$ cat src/rtl/mux41_scan_ctrl.sv
// mux41_scan_ctrl: steps a 4:1 mux select through enabled channels, samples y per channel
// after a settle time and hands the assembled snapshot downstream over valid/ready.
module mux41_scan_ctrl #(
  parameter int SETTLE_CYC = 1,
  parameter bit AUTO_RUN   = 1'b0
) (
  input  logic       clk,
  input  logic       rst,
  input  logic       start,
  input  logic [3:0] ch_mask,
  input  logic       y_in,
  output logic [1:0] s,
  output logic [3:0] dout,
  output logic       dout_valid,
  input  logic       dout_ready,
  output logic       busy
);
  localparam int CW = $clog2(SETTLE_CYC) + 1;
  localparam logic [CW-1:0] CNT_RLD = CW'(SETTLE_CYC - 1);
  typedef enum logic [1:0] {IDLE, SETTLE, HOLD} state_t;
  state_t state_q, state_d;
  logic [1:0] s_q, s_d;
  logic [3:0] dout_q, dout_d, mask_q, mask_d, shadow_q, shadow_d, shadow_m, higher;
  logic [CW-1:0] cnt_q, cnt_d;
  logic valid_q, valid_d, busy_q, busy_d, sample, handshake, go;
  function automatic logic [1:0] lowest(input logic [3:0] v);
    return v[0] ? 2'd0 : v[1] ? 2'd1 : v[2] ? 2'd2 : 2'd3;
  endfunction
  assign sample    = cnt_q == '0;
  assign higher    = mask_q & (4'b1110 << s_q);
  assign handshake = state_q == HOLD && dout_ready;
  // an auto-run restart with an empty mask detours through IDLE so valid drops for one cycle
  assign go = (state_q == IDLE && (start || AUTO_RUN)) ||
              (handshake && AUTO_RUN && ch_mask != '0);
  always_ff @(posedge clk or posedge rst) begin
    if (rst) begin
      state_q  <= IDLE;
      s_q      <= '0;
      dout_q   <= '0;
      valid_q  <= 1'b0;
      busy_q   <= 1'b0;
      mask_q   <= '0;
      shadow_q <= '0;
      cnt_q    <= '0;
    end else begin
      state_q  <= state_d;
      s_q      <= s_d;
      dout_q   <= dout_d;
      valid_q  <= valid_d;
      busy_q   <= busy_d;
      mask_q   <= mask_d;
      shadow_q <= shadow_d;
      cnt_q    <= cnt_d;
    end
  end
  always_comb begin
    state_d = state_q;
    case (state_q)
      IDLE:    state_d = go ? (ch_mask != '0 ? SETTLE : HOLD) : IDLE;
      SETTLE:  state_d = (sample && higher == '0) ? HOLD : SETTLE;
      HOLD:    state_d = dout_ready ? (go ? SETTLE : IDLE) : HOLD;
      default: state_d = IDLE;
    endcase
  end
  always_comb begin
    s_d      = s_q;
    dout_d   = dout_q;
    valid_d  = valid_q;
    mask_d   = mask_q;
    shadow_d = shadow_q;
    cnt_d    = cnt_q;
    shadow_m = shadow_q;
    shadow_m[s_q] = y_in;
    if (state_q == SETTLE && !sample) cnt_d = cnt_q - CW'(1);
    if (state_q == SETTLE && sample) begin
      shadow_d = shadow_m;
      if (higher != '0) begin
        s_d   = lowest(higher);
        cnt_d = CNT_RLD;
      end else begin
        dout_d  = shadow_m;
        valid_d = 1'b1;
      end
    end
    if (handshake) valid_d = 1'b0;
    if (go) begin
      mask_d   = ch_mask;
      shadow_d = '0;
      cnt_d    = CNT_RLD;
      if (ch_mask != '0) s_d = lowest(ch_mask);
      else begin
        dout_d  = '0;
        valid_d = 1'b1;
      end
    end
    busy_d = state_d != IDLE;
  end
  assign s          = s_q;
  assign dout       = dout_q;
  assign dout_valid = valid_q;
  assign busy       = busy_q;
endmodule

$ cat config.mk
export PLATFORM = sky130hd
export DESIGN_NAME = mux41_scan_ctrl
export DESIGN_NICKNAME = d
export VERILOG_FILES = /design/src/rtl/mux41_scan_ctrl.sv
export SDC_FILE = /design/constraint.sdc
export NUM_CORES = 1
export LEC_CHECK = 0
export CAP_MARGIN = 40
export CORE_MARGIN = 3
export CORE_UTILIZATION = 29
export CTS_CLUSTER_SIZE = 24
export DETAILED_ROUTE_END_ITERATION = 10
export PLACE_DENSITY = 0.5
export REMOVE_ABC_BUFFERS = 1
export SYNTH_ARGS = -nofsm -noshare
export SYNTH_HDL_FRONTEND = slang
export SYNTH_SLANG_ARGS = --single-unit
$ cat constraint.sdc
create_clock -name clk -period 1.9 [get_ports clk]
set_input_delay 0.19 -clock clk [delete_from_list [all_inputs] [get_ports clk]]
set_output_delay 0.19 -clock clk [all_outputs]
set_load 0.02 [all_outputs]
==> metrics, run 1 <==
Tmin final=between 1.5 and 2 ns; crit-path cells=clkdlybuf4s50_1; synth top area cells=dfrtp_1 52%, nand2_1 6.9%, nor2_1 4.7%; total grt overflow=0; largest area contributor in the netlist=dfrtp_1; final hold vios=0; syn avg cell area=9.57 um2; pwr/cell area=about 1600 nW/um2; total design power=~1.8 mW; clock latency on the worst-skew pair=0.29 ns; share of cells above drive strength 1=a little over a tenth; hold buffers post-CTS=0; type of the tightest min-delay check=in -> async; sequential element share of the synthesized area=around half; CTS Root Cell=clkbuf_4; unrepaired setup endpoints after global routing=no; HPWL after DPL=~1500 um; Max Freq=607 MHz; Setup violations, final=0; worst-margin pin slew=about 0.28 ns; EDFF count, synth=0; maximum vdd drop=0.000573 V; CP bufs+invs=1; relative slew slack=between 80 and 90%; Slowest-stage cell, CP=clkdlybuf4s50_1; synthesized area=slightly below 900 um2; crit-path max FO=8; post-synth cell types=25; hold slack=0.200 ns; ys async rst share=100%; placed insts=~140; post-route DRC violation count=0; routability congestion estimate=0.780; non-filler cells, final=142; outcome=finished, final reports clean; DR vias/cell=5.01; per-cell routed wire length=approximately 14 um; I/O Pins=17; prevailing post-synth register cell=dfrtp_1; DRT Pass-1 Iters=4; buffers inserted by post-CTS timing repair=0; Startpoint Class=register; post-synth top area share=51.7%; GRT Resource Usage Total=12.2%; filler cell count=slightly above 300; die extent in x=60.8 um; initial antenna violation count=0; crit path DAT=roughly 1.5 ns; Syn. warnings=0; Req. time, crit path=1.71 ns; flops & latches, synth=18; max-slew violation total from the final report=0; vias in the first global route=between 600 and 700; die height=60.8 um; crit path capture type=output pin; core area=~2800 um2; clk_skew=0.00686 ns; Rows=19; vias=between 700 and 800; total CTS buffers=3; crit share post-route=86.8%; largest net degree at the start of global routing=19; Syn Inst Count=between 90 and 100; DRT iter0 DRCs=19; first-pass GRT wire length=roughly 3300 um; clock sink count=18; Die Area=~3700 um2; CTS tree=built; family with the most delay on the worst path=buffers and inverters; WS Path Type=reg -> out; Largest stage delay, worst path=0.66 ns; H-tree depth=1; leakage=0.481 nW; WL final=1960 um; Starting Density=31.0%; CTS clk-pin slew, worst paths=approximately 0.11 ns; Port Buffers=16; synthesis-to-layout area growth=27.6%; Routed Antenna Nets=0; Clock Path Buffers=2; fin nets=between 100 and 150; max cap viols=0; setup TNS=0 ns; Resized Gates After CTS=0; diode count=0
==> layer usage <==
metal / global-route usage [%] / wire, um / vias to the layer above / share of wire [%]
li1: - / - / 362 / -
met1: 17.4 / 957 / 334 / 49
met2: 17.6 / 911 / 11 / 47
met3: 2.55 / 59 / 4 / 3.0
met4: 5.57 / 29 / 0 / 1.5
met5: 0 / 0 / - / 0
==> where the power goes <==
part | switching (mW) | internal, mW | leakage, nW
Sequential | 0.167 | 0.540 | 0.229
Clock | 0.122 | 0.117 | 0.0210
Combinational | 0.451 | 0.394 | 0.231
Total | 0.740 | 1.05 | 0.481
==> flip-flops by register name, summed over array words and instances (netlist names) <==
register and count:
busy 1, cnt_q 1, dout 4, dout_valid 1
mask_q 3, s 2, shadow_q 4, state_q 2
==> path summary, 6_finish.rpt <==
| path | endpoint | slack, ns | from | depth (start not counted) |
|---|---|---|---|---|
| max | s[0] | 0.25 | s[0]$_DFF_PP0_ | 1 |
| min | state_q[1]$_DFF_PP0_ | 0.20 | rst | 3 |
| max reg2reg | dout[1]$_DFF_PP0_ | 0.48 | s[0]$_DFF_PP0_ | 4 |
| min reg2reg | shadow_q[1]$_DFFE_PP0P_ | 0.49 | shadow_q[1]$_DFFE_PP0P_ | 2 |
| max in group asynchronous | shadow_q[0]$_DFFE_PP0P_ | 1.50 | rst | 3 |
| min in group clk | mask_q[3]$_DFFE_PP0N_ | 0.45 | ch_mask[3] | 3 |
==> cells in the final DEF, fill, tap and decap left out, drive strengths merged, types with 2 or more instances in the layout <==
master         instances
dfrtp                 18
o21ai                 11
nand3b                 2
clkdlybuf4s50         16
o211ai                 4
nor3b                  2
nor2                  11
inv                    3
nand2                 17
mux2i                  3
buf                    2
nand3                  3
a21oi                  4
clkbuf                 4
==> layout make-up <==
cell class	count	area [um2]	share of cell area, %
Tap cell	31	38.8	3.49
Sequential cell	18	450	40.5
Inverter	3	11.3	1.01
Multi-Input combinational cell	68	399	35.9
Clock buffer	4	36.3	3.27
Timing Repair Buffer	18	175	15.8
==> Yosys cell counts (2+ instances only) <==
cell type	n
dfrtp_1	18
nor2_1	11
inv_1	3
o21ai_1	4
buf_2	2
o21ai_0	7
o211ai_1	4
a21oi_1	4
nor3b_2	2
nand3b_1	2
nand2_1	16
mux2i_1	3
nand3_1	3
==> logic make-up (layout without fill, tap and decap cells) <==
| kind of cell | count (synthesis) | count (layout) | synth area share (%) |
|---|---|---|---|
| AND/OR/NAND/NOR | 38 | 38 | 21.4 |
| AO/OA/AOI/OAI | 27 | 27 | 21.0 |
| flip-flops | 18 | 18 | 51.7 |
| buffers and inverters | 5 | 25 | 2.44 |
| multiplexers | 3 | 3 | 3.45 |
==> per-stage QoR <==
step | area [um2] | worst slack (ns) | utilization, %
after floorplan | 861 | 0.514 | -
after global placement | 1070 | 0.417 | 38.3
after detailed placement | 1070 | 0.370 | 38.3
after CTS | 1110 | 0.241 | 39.6
after global routing | 1110 | 0.181 | 39.6
final | 1110 | 0.251 | 39.6
No activity file was read; power rests on OpenSTA's default activity.
==> run 2: changes to the inputs <==
CORE_MARGIN = 5   (was 3)
CORE_UTILIZATION = 40   (was 29)
PLACE_DENSITY = 0.64   (was 0.5)
==> run 2 against run 1 <==
Fmax grew 0.22%. Combinational power shrank 0.5%. First-iteration DRC count shrank 5.3%. Non-clock buffer count shrank 1. Setup slack gained 0.0037 ns. Register-to-register slack is essentially flat. Critical path type unchanged.
==> metrics, run 2 (synthesis gave the netlist of run 1 again) <==
CP bufs+invs=1 (unchanged); RR Endpoint=dout[1]$_DFF_PP0_ (unchanged); DRT iter0 DRCs=18 (was 19); relative slew slack=53.8% (was 81.0%); setup TNS=0 ns (unchanged); Max Freq=608 MHz (was 607 MHz); per-cell routed wire length=14.0 um (was 13.8 um); Final Cell Area=1080 um2 (was 1110 um2); total CTS buffers=3 (unchanged); crit path DAT=1.45 ns (was 1.46 ns); reg2reg setup slack=0.49 ns (was 0.48 ns); Clock Path Buffers=2 (unchanged); most frequent cells in the layout=18 x dfrtp_1, 16 x nand2_1, 16 x clkdlybuf4s50_1 (unchanged); CTS clk-pin slew, worst paths=0.10 ns (was 0.11 ns); crit-path cells=clkdlybuf4s50_1 (unchanged); DR vias/cell=5.41 (was 5.01); largest net degree at the start of global routing=19 (unchanged); fin nets=120 (was 121); Die Area=3210 um2 (was 3700 um2); non-filler cells, final=136 (was 142); WS Path Type=reg -> out (unchanged); initial antenna violation count=0 (unchanged); Setup WS pre-CTS=0.373 ns (was 0.370 ns); critical path startpoint=s[0]$_DFF_PP0_ (unchanged); clk_skew=0.00259 ns (was 0.00686 ns); WL final=1910 um (was 1960 um); Crit Reg-Reg Startpoint=s[0]$_DFF_PP0_ (unchanged); die height=56.7 um (was 60.8 um); vias=736 (was 711); HPWL after DPL=1390 um (was 1480 um); unrepaired setup endpoints after global routing=no (unchanged); CTS Root Cell=clkbuf_4 (unchanged); max cap viols=0 (unchanged); core area=2020 um2 (was 2810 um2); hold buffers post-CTS=0 (unchanged); GRT Resource Usage Total=13.7% (was 12.2%); CTS tree=built (unchanged); internal cell power=1.01 mW (was 1.05 mW); total grt overflow=0 (unchanged); Port Buffers=16 (unchanged); worst-margin pin slew=0.693 ns (was 0.284 ns); crit-path max FO=8 (unchanged); leakage=0.469 nW (was 0.481 nW); Req. time, crit path=1.71 ns (about the same); proportion of power drawn by combinational gates=48.5% (was 47.2%); Resized Gates After CTS=0 (unchanged); Starting Density=43.1% (was 31.0%); Startpoint Class=register (unchanged); type of the tightest min-delay check=in -> async (unchanged); Final Worst Setup Slack=0.255 ns (was 0.251 ns); first-pass GRT wire length=3370 um (was 3310 um); diode count=0 (unchanged); Critical Path End=s[0] (unchanged); buffers inserted by post-CTS timing repair=0 (unchanged); maximum vdd drop=0.000771 V (was 0.000573 V); DP Area=1060 um2 (was 1070 um2); crit share post-route=86.6% (was 86.8%); Reg power frac=40.7% (was 39.5%); Setup violations, final=0 (unchanged); die extent in x=56.7 um (was 60.8 um); family with the most delay on the worst path=buffers and inverters (unchanged); Net Sw Frac=41.9% (was 41.3%); max-slew violation total from the final report=0 (unchanged); DRT Pass-1 Iters=4 (unchanged); vias in the first global route=729 (was 686); synthesis-to-layout area growth=24.6% (was 27.6%); commonest non-fill, non-tap cell in the layout=dfrtp_1 (unchanged); share of cells above drive strength 1=9.17% (was 10.8%); outcome=finished, final reports clean (unchanged); placed insts=133 (was 138); Tmin final=1.64 ns (was 1.65 ns); Rows=16 (was 19); Largest stage delay, worst path=0.66 ns (about the same); Psw=0.727 mW (was 0.740 mW); clock sink count=18 (unchanged); I/O Pins=17 (unchanged); H-tree depth=1 (unchanged); routability congestion estimate=0.779 (was 0.780); final hold vios=0 (unchanged); post-route DRC violation count=0 (unchanged); critical path depth=1 (unchanged); clock latency on the worst-skew pair=0.29 ns (about the same); Slowest-stage cell, CP=clkdlybuf4s50_1 (unchanged); Reg2Reg Depth=4 (unchanged); crit path capture type=output pin (unchanged); Routed Antenna Nets=0 (unchanged); clock power share=10.8% (was 13.3%); pwr/cell area=1600 nW/um2 (was 1610 nW/um2)
[run 2: area by class of cell]
| cell class | instances | area [um2] |
|---|---|---|
| Fill cell | 196 | 937 |
| Sequential cell | 18 | 450 |
| Multi-Input combinational cell | 68 | 399 |
| Timing Repair Buffer | 17 | 168 |
| Tap cell | 27 | 33.8 |
| Clock buffer | 3 | 22.5 |
| Inverter | 3 | 11.3 |
[run 2: worst min-delay path by stage]
| stage | startpoint | to | slack, ns | depth (start not counted) |
|---|---|---|---|---|
| 2_1_floorplan | rst | busy$_DFF_PP0_ | 0.13 | 1 |
| 3_3_place_gp | shadow_q[1]$_DFFE_PP0P_ | shadow_q[1]$_DFFE_PP0P_ | 0.46 | 2 |
| 3_5_place_dp | shadow_q[1]$_DFFE_PP0P_ | shadow_q[1]$_DFFE_PP0P_ | 0.47 | 2 |
| 4_1_cts | rst | shadow_q[0]$_DFFE_PP0P_ | 0.31 | 2 |
| 5_1_grt | rst | dout[2]$_DFF_PP0_ | 0.31 | 2 |
| 6_report | rst | dout[2]$_DFF_PP0_ | 0.29 | 2 |
[run 2: worst reg2reg max path: cells and delay by family (launching register included)]
kind,cells,cell delay [ns]
AOI/OAI and AO/OA,2,0.49
DFF,1,0.50
and+or+nand+nor,2,0.36
[run 2: power groups by stage]
| stage | sequential, mW | combinational, mW | clock (mW) |
|---|---|---|---|
| final | 0.706 | 0.841 | 0.187 |
| after floorplan | 0.770 | 0.465 | 0 |
| after CTS | 0.704 | 0.845 | 0.199 |
| after global placement | 0.707 | 0.831 | 0 |
| after detailed placement | 0.711 | 0.843 | 0 |
| after global routing | 0.736 | 0.934 | 0.224 |
[run 2: per-stage QoR]
stage / total power [mW] / hold slack [ns] / utilization (%)
after CTS: 1.75 / 0.309 / 53.7
after global routing: 1.89 / 0.314 / 53.7
after global placement: 1.54 / 0.460 / 52.5
after floorplan: 1.24 / 0.129 / -
after detailed placement: 1.55 / 0.468 / 52.5
final: 1.73 / 0.291 / 53.7
[run 2: metal layers]
metal  track usage, %  part of all wire, %  wire length [um]
met1             18.2                   48               923
met2             20.3                   45               866
met3             4.82                  4.4                84
met4             5.08                  1.6                31
met5                0                    0                 0
